**src/rtl/instruction_decode_stage_pkg.sv**
```systemverilog
// Shared decode definitions: base opcodes and the instruction format code.
package decode_pkg;

   localparam logic [6:0] OP_REG    = 7'b0110011;
   localparam logic [6:0] OP_IMM    = 7'b0010011;
   localparam logic [6:0] OP_LOAD   = 7'b0000011;
   localparam logic [6:0] OP_JALR   = 7'b1100111;
   localparam logic [6:0] OP_SYSTEM = 7'b1110011;
   localparam logic [6:0] OP_STORE  = 7'b0100011;
   localparam logic [6:0] OP_BRANCH = 7'b1100011;
   localparam logic [6:0] OP_LUI    = 7'b0110111;
   localparam logic [6:0] OP_AUIPC  = 7'b0010111;
   localparam logic [6:0] OP_JAL    = 7'b1101111;

   typedef enum logic [2:0] {
      FMT_R       = 3'd0,
      FMT_I       = 3'd1,
      FMT_S       = 3'd2,
      FMT_B       = 3'd3,
      FMT_U       = 3'd4,
      FMT_J       = 3'd5,
      FMT_ILLEGAL = 3'd6
   } fmt_t;

endpackage

```
**src/rtl/instruction_decode_stage_if.sv**
```systemverilog
// Fetch-side and execute-side handshake bundle of the decode stage.
interface instruction_decode_stage_if #(
   parameter int XLEN = 32,
   parameter int PC_W = 32
);
   import decode_pkg::*;

   logic            in_valid;
   logic            in_ready;
   logic [31:0]     in_instr;
   logic [PC_W-1:0] in_pc;
   logic            out_valid;
   logic            out_ready;
   logic [PC_W-1:0] out_pc;
   logic [6:0]      out_opcode;
   logic [4:0]      out_rd;
   logic [2:0]      out_funct3;
   logic [4:0]      out_rs1;
   logic [4:0]      out_rs2;
   logic [6:0]      out_funct7;
   logic [XLEN-1:0] out_imm;
   fmt_t            out_fmt;
   logic            out_illegal;

   modport master (
      output in_valid, in_instr, in_pc, out_ready,
      input  in_ready, out_valid, out_pc, out_opcode, out_rd, out_funct3,
             out_rs1, out_rs2, out_funct7, out_imm, out_fmt, out_illegal
   );

   modport slave (
      input  in_valid, in_instr, in_pc, out_ready,
      output in_ready, out_valid, out_pc, out_opcode, out_rd, out_funct3,
             out_rs1, out_rs2, out_funct7, out_imm, out_fmt, out_illegal
   );

endinterface

```
**src/rtl/instruction_decode_stage_imm_gen.sv**
```systemverilog
// Combinational format classifier and sign-extended immediate generator.
module imm_gen
   import decode_pkg::*;
#(
   parameter int XLEN = 32
) (
   input  logic [31:0]     instr,
   output fmt_t            fmt,
   output logic [XLEN-1:0] imm,
   output logic            illegal
);

   // Every base immediate fits in 32 bits; widen by sign extension at the end.
   logic signed [31:0] raw;

   always_comb begin
      fmt     = FMT_ILLEGAL;
      illegal = 1'b0;
      raw     = '0;
      case (instr[6:0])
         OP_REG: fmt = FMT_R;
         OP_IMM, OP_LOAD, OP_JALR, OP_SYSTEM: begin
            fmt = FMT_I;
            raw = {{20{instr[31]}}, instr[31:20]};
         end
         OP_STORE: begin
            fmt = FMT_S;
            raw = {{20{instr[31]}}, instr[31:25], instr[11:7]};
         end
         OP_BRANCH: begin
            fmt = FMT_B;
            raw = {{19{instr[31]}}, instr[31], instr[7], instr[30:25], instr[11:8], 1'b0};
         end
         OP_LUI, OP_AUIPC: begin
            fmt = FMT_U;
            raw = {instr[31:12], 12'b0};
         end
         OP_JAL: begin
            fmt = FMT_J;
            raw = {{11{instr[31]}}, instr[31], instr[19:12], instr[20], instr[30:21], 1'b0};
         end
         default: illegal = 1'b1;
      endcase
      imm = XLEN'(raw);
   end

endmodule

```
**src/rtl/instruction_decode_stage.sv**
```systemverilog
// Registered RISC-V decode stage: one-entry valid/ready pipeline register with flush.
module instruction_decode_stage
   import decode_pkg::*;
#(
   parameter int XLEN = 32,
   parameter int PC_W = 32
) (
   input  logic                        clk,
   input  logic                        reset,
   input  logic                        flush,
   instruction_decode_stage_if.slave   bus
);

   fmt_t            dec_fmt;
   logic [XLEN-1:0] dec_imm;
   logic            dec_illegal;

   logic            valid_q;
   logic [PC_W-1:0] pc_q;
   logic [31:0]     instr_q;
   logic [XLEN-1:0] imm_q;
   fmt_t            fmt_q;
   logic            illegal_q;
   logic            rdy;
   logic            push;

   imm_gen #(.XLEN(XLEN)) u_imm_gen (
      .instr   (bus.in_instr),
      .fmt     (dec_fmt),
      .imm     (dec_imm),
      .illegal (dec_illegal)
   );

   always_comb begin
      rdy  = !reset && (!valid_q || bus.out_ready);
      push = bus.in_valid && rdy;
   end

   always_ff @(posedge clk) begin
      if (reset) begin
         valid_q   <= 1'b0;
         pc_q      <= '0;
         instr_q   <= '0;
         imm_q     <= '0;
         fmt_q     <= FMT_R;
         illegal_q <= 1'b0;
      end else if (flush) begin
         valid_q <= 1'b0;
      end else if (push) begin
         valid_q   <= 1'b1;
         pc_q      <= bus.in_pc;
         instr_q   <= bus.in_instr;
         imm_q     <= dec_imm;
         fmt_q     <= dec_fmt;
         illegal_q <= dec_illegal;
      end else if (valid_q && bus.out_ready) begin
         valid_q <= 1'b0;
      end
   end

   // Fields are sliced from the registered word so nothing on the output side sees in_instr.
   always_comb begin
      bus.in_ready    = rdy;
      bus.out_valid   = valid_q;
      bus.out_pc      = pc_q;
      bus.out_opcode  = instr_q[6:0];
      bus.out_rd      = instr_q[11:7];
      bus.out_funct3  = instr_q[14:12];
      bus.out_rs1     = instr_q[19:15];
      bus.out_rs2     = instr_q[24:20];
      bus.out_funct7  = instr_q[31:25];
      bus.out_imm     = imm_q;
      bus.out_fmt     = fmt_q;
      bus.out_illegal = illegal_q;
   end

endmodule
```
**src/flat_wrapper.sv**
```systemverilog
// flat-port wrapper written by rule: the top's interface ports become plain ports
module instruction_decode_stage_flat import decode_pkg::*;
#(
   parameter int XLEN = 32,
   parameter int PC_W = 32
)
  (clk, reset, flush, bus_in_valid, bus_in_instr, bus_in_pc, bus_out_ready, bus_in_ready, bus_out_valid, bus_out_pc, bus_out_opcode, bus_out_rd, bus_out_funct3, bus_out_rs1, bus_out_rs2, bus_out_funct7, bus_out_imm, bus_out_fmt, bus_out_illegal);
  instruction_decode_stage_if #(.XLEN(XLEN), .PC_W(PC_W)) bus_i ();
  input  logic clk;
  input  logic reset;
  input  logic flush;
  input wire logic [$bits(bus_i.in_valid)-1:0] bus_in_valid;
  input wire logic [$bits(bus_i.in_instr)-1:0] bus_in_instr;
  input wire logic [$bits(bus_i.in_pc)-1:0] bus_in_pc;
  input wire logic [$bits(bus_i.out_ready)-1:0] bus_out_ready;
  output wire logic [$bits(bus_i.in_ready)-1:0] bus_in_ready;
  output wire logic [$bits(bus_i.out_valid)-1:0] bus_out_valid;
  output wire logic [$bits(bus_i.out_pc)-1:0] bus_out_pc;
  output wire logic [$bits(bus_i.out_opcode)-1:0] bus_out_opcode;
  output wire logic [$bits(bus_i.out_rd)-1:0] bus_out_rd;
  output wire logic [$bits(bus_i.out_funct3)-1:0] bus_out_funct3;
  output wire logic [$bits(bus_i.out_rs1)-1:0] bus_out_rs1;
  output wire logic [$bits(bus_i.out_rs2)-1:0] bus_out_rs2;
  output wire logic [$bits(bus_i.out_funct7)-1:0] bus_out_funct7;
  output wire logic [$bits(bus_i.out_imm)-1:0] bus_out_imm;
  output wire logic [$bits(bus_i.out_fmt)-1:0] bus_out_fmt;
  output wire logic [$bits(bus_i.out_illegal)-1:0] bus_out_illegal;
  assign bus_i.in_valid = bus_in_valid;
  assign bus_i.in_instr = bus_in_instr;
  assign bus_i.in_pc = bus_in_pc;
  assign bus_i.out_ready = bus_out_ready;
  assign bus_in_ready = bus_i.in_ready;
  assign bus_out_valid = bus_i.out_valid;
  assign bus_out_pc = bus_i.out_pc;
  assign bus_out_opcode = bus_i.out_opcode;
  assign bus_out_rd = bus_i.out_rd;
  assign bus_out_funct3 = bus_i.out_funct3;
  assign bus_out_rs1 = bus_i.out_rs1;
  assign bus_out_rs2 = bus_i.out_rs2;
  assign bus_out_funct7 = bus_i.out_funct7;
  assign bus_out_imm = bus_i.out_imm;
  assign bus_out_fmt = bus_i.out_fmt;
  assign bus_out_illegal = bus_i.out_illegal;
  instruction_decode_stage #(.XLEN(XLEN), .PC_W(PC_W)) u_core (.clk(clk), .reset(reset), .flush(flush), .bus(bus_i));
endmodule
```
**config.mk**
```make
export PLATFORM = sky130hd
export DESIGN_NAME = instruction_decode_stage_flat
export DESIGN_NICKNAME = d
export VERILOG_FILES = /design/src/rtl/instruction_decode_stage_pkg.sv /design/src/rtl/instruction_decode_stage_if.sv /design/src/rtl/instruction_decode_stage_imm_gen.sv /design/src/rtl/instruction_decode_stage.sv /design/src/flat_wrapper.sv
export SDC_FILE = /design/constraint.sdc
export NUM_CORES = 1
export LEC_CHECK = 0
export BUFFER_PORTS_ARGS = -buffer_cell sky130_fd_sc_hd__buf_2
export CORE_ASPECT_RATIO = 0.7
export CORE_MARGIN = 4
export CORE_UTILIZATION = 51
export DETAILED_ROUTE_END_ITERATION = 10
export MAX_ROUTING_LAYER = met4
export PLACE_DENSITY = 0.92
export SYNTH_ARGS = -nofsm -noshare
export SYNTH_HDL_FRONTEND = slang
export SYNTH_HIERARCHICAL = 1
export SYNTH_SLANG_ARGS = --single-unit
```
**constraint.sdc**
```tcl
create_clock -name clk -period 2 [get_ports clk]
set_clock_uncertainty 0.1 [all_clocks]
set_input_delay 0.4 -clock clk [delete_from_list [all_inputs] [get_ports clk]]
set_output_delay 0.4 -clock clk [all_outputs]
set_load 0.1 [all_outputs]
```
==> flow_summary_export.csv <==
group,metric,value,unit
synthesis,synth-seq-cells,101,
timing,worst_slew_pin_slew,926,ps
drt,vias_per_cell,5.79,
grt,antenna_found_initial,0,
power_and_ir_drop,swShare,34.0,%
cts,holdBufCountCts,0,
grt,grt_pass1_wl,22100,um
power_and_ir_drop,power,4920,uW
power_and_ir_drop,peakVddDrop,0.000518,V
drt,via_count,4749,
cts,cts_setup_buffers,0,
cts,post_cts_resized,0,
cells_and_area,final_nets,760,
synthesis,syn_avg_cell_area,9.01,um2
worst_setup_path,worstPathArrival,1980,ps
die,start_util,53.7,%
synthesis,ys_types,39,
power_and_ir_drop,power_density,791,nW/um2
grt,track_usage,24.1,%
cells_and_area,antennaDiodeCount,0,
worst_setup_path,start_kind,"input pin",
cts,clk_pin_slew,70,ps
timing,finalSetupViolations,0,
worst_setup_path,max_stage_delay,750,ps
cells_and_area,final_core_util,66.9,%
drt,drt-initial-drc-count,438,
cells_and_area,fillers,737,
hold_path,hp-class,"in2reg",
synthesis,synth_edf_count,0,
placement,hpwl,9970,um
drt,drcViolationCount,0,
synthesis,synth_area,4990,um2
worst_setup_path,crit_path_max_fanout,13,
die,rows,29,
timing,drv_slew,0,
worst_setup_path,crit_slowest_cell,"a21oi_1",
timing,rsz0062_at_grt,"false",
timing,fmax,0.556,GHz
run_status,outcome,"finished clean",
drt,postRouteAntennaNets,0,
die,die_h,90.8,um
grt,grt_max_degree,103,
timing,hold_viol_final,0,
power_and_ir_drop,p_leak,0.00293,uW
cells_and_area,final_area,6220,um2
cells_and_area,drive_above_1_share,30.5,%
grt,grt_pass1_vias,4482,
grt,grt_overflow_total,0,
placement,dpl-instance-area,5940,um2
cts,numCtsBuffers,9,
drt,routedWlPerCell,17.1,um
worst_setup_path,crit_path_end_kind,"flip-flop",
die,io_pins,171,
synthesis,syn-num-nets,623,
worst_setup_path,cp.required,2190,ps
power_and_ir_drop,p_int,3250,uW
timing,finalCriticalPeriod,1800,ps
power_and_ir_drop,combinationalPowerShare,23.5,%
synthesis,dominantRegCellSynth,"dfxtp_1",
synthesis,ys_async_sr_fraction,0,%
cts,insertion_delay,340,ps
cts,cts_tree,"yes",
power_and_ir_drop,clockPowerShare,33.2,%
timing,setup_ws,203,ps
timing,max-slew-margin-rel,38.3,%
die,coreArea,9290,um2
power_and_ir_drop,p_switching,1670,uW
die,die_w,126,um
cts,cts_max_path_buffers,2,
drt,firstDrtPassIters,7,
cts,cts_sinks,101,
timing,min_period_over_period,89.9,%
cells_and_area,syn_to_final_growth,24.5,%
drt,wl,14000,um
die,dieArea,11500,um2
worst_setup_path,r2r_setup_slack,610,ps
placement,portBuffers,170,
synthesis,syn_inst,554,
worst_setup_path,cp_cell_sequence,"buf_2 > and2_1 > o21ai_1 > a21oi_1 > a21o_1 > a31o_1",
power_and_ir_drop,p_seq_share,43.4,%
worst_setup_path,crit_type,"in2reg",
synthesis,synth-seq-area-share,40.5,%
placement,routabilityCongestion,0.944,
cts,cts_root_buffer,"clkbuf_16",
run,timing.max_cap.violations,0,
synthesis,synth_warnings,6,
timing,tns,0,ps
placement,place_ws,-66.1,ps
cts,htree_levels,3,
stage by stage:
| stage | hold slack (ps) | cells |
|---|---|---|
| after floorplan | 379 | 554 |
| after global placement | 478 | 804 |
| after detailed placement | 487 | 804 |
| after CTS | 163 | 820 |
| after global routing | 161 | 820 |
| final | 175 | 820 |
per-layer routing:
metal,routed length [um],global-route usage (%),part of all wire (%),vias up
li1,-,-,-,2275
met1,5860,29.0,42,2217
met2,6600,38.3,47,223
met3,1200,7.27,8.5,34
met4,340,8.66,2.4,0
met5,0,-,0,-
cells in the final DEF (no fill, tap or decap), types with 2 or more instances in the layout:
| master | Yosys | final |
|---|---|---|
| a22o_1 | 4 | 4 |
| nand2b_1 | 102 | 101 |
| dfxtp_1 | 101 | 101 |
| nand3_1 | 2 | 2 |
| o21ai_0 | 3 | 3 |
| buf_4 | 3 | 7 |
| buf_12 | 0 | 11 |
| o21ai_1 | 3 | 3 |
| and3_1 | 9 | 9 |
| a31o_1 | 100 | 100 |
| nor3_1 | 2 | 2 |
| nor2_1 | 5 | 4 |
| nor2b_1 | 3 | 3 |
| a21oi_1 | 106 | 106 |
| a31oi_1 | 2 | 2 |
| a21o_1 | 21 | 21 |
| buf_2 | 24 | 169 |
| clkbuf_16 | 0 | 9 |
| and2_1 | 3 | 3 |
| nand2_1 | 8 | 8 |
| clkinvlp_4 | 0 | 3 |
power groups by stage:
stage / clock (uW) / sequential [uW] / combinational (uW)
2_1_floorplan: 0 / 2760 / 315
3_3_place_gp: 0 / 2170 / 1130
3_5_place_dp: 0 / 2180 / 1150
4_1_cts: 1660 / 2130 / 1150
5_1_grt: 1740 / 2140 / 1200
6_report: 1630 / 2130 / 1150
kinds of logic after synthesis:
family                 Yosys count  share of synthesized area [%]
AO/OA/AOI/OAI                  247                           34.5
XOR/XNOR                         1                          0.176
buffers and inverters           63                           7.14
flip-flops                     101                           40.5
AND/OR/NAND/NOR                142                           17.6
critical path, delay by kind of cell:
kind                   cells  cell delay [ps]
AO/OA/AOI/OAI              4             1150
buffers and inverters      1              200
AND/OR/NAND/NOR            1              220
state kept, by name (all words and copies together), names as in the netlist:
signal	count
u_core/bus.out_imm	32
u_core/bus.out_pc	32
u_core/instr_q	32
u_core/bus.out_fmt	3
u_core/bus.out_illegal	1
u_core/bus.out_valid	1
layout make-up:
cell class | count | area (um2) | area share [%]
Clock buffer | 11 | 243 | 3.90
Multi-Input combinational cell | 390 | 2630 | 42.4
Tap cell | 124 | 155 | 2.50
Clock inverter | 5 | 36.3 | 0.584
Sequential cell | 101 | 2020 | 32.5
Inverter | 2 | 7.51 | 0.121
Timing Repair Buffer | 187 | 1120 | 18.0
Yosys cell counts, types with 2 or more instances:
| master | n | share of area, % |
|---|---|---|
| a31oi_1 | 2 | 0.25 |
| o21ai_1 | 3 | 0.30 |
| a21oi_1 | 106 | 11 |
| a31o_1 | 100 | 18 |
| and3_1 | 9 | 1.1 |
| a21o_1 | 21 | 3.2 |
| and2_1 | 3 | 0.38 |
| buf_6 | 9 | 2.0 |
| nor2_1 | 5 | 0.38 |
| nand2_1 | 8 | 0.60 |
| nand3_1 | 2 | 0.20 |
| nor3_1 | 2 | 0.20 |
| nor3b_2 | 2 | 0.50 |
| nor2b_1 | 3 | 0.38 |
| nand2b_1 | 102 | 13 |
| a22o_1 | 4 | 0.70 |
| buf_4 | 3 | 0.45 |
| dfxtp_1 | 101 | 41 |
| o21ai_0 | 3 | 0.30 |
| buf_2 | 24 | 2.4 |
| clkbuf_1 | 24 | 1.8 |
worst paths after layout:
check	to	depth (start not counted)	from
setup / recovery	u_core/bus.out_imm[27]$_SDFFE_PP0P_	6	bus_in_instr[6]
hold / removal	u_core/bus.out_pc[26]$_SDFFE_PP0P_	2	bus_in_pc[26]
setup reg to reg	u_core/bus.out_imm[4]$_SDFFE_PP0P_	4	u_core/bus.out_valid$_SDFFE_PP0P_
hold reg to reg	u_core/instr_q[23]$_SDFFE_PP0P_	3	u_core/instr_q[23]$_SDFFE_PP0P_
Power figures use the tool's default switching activity.
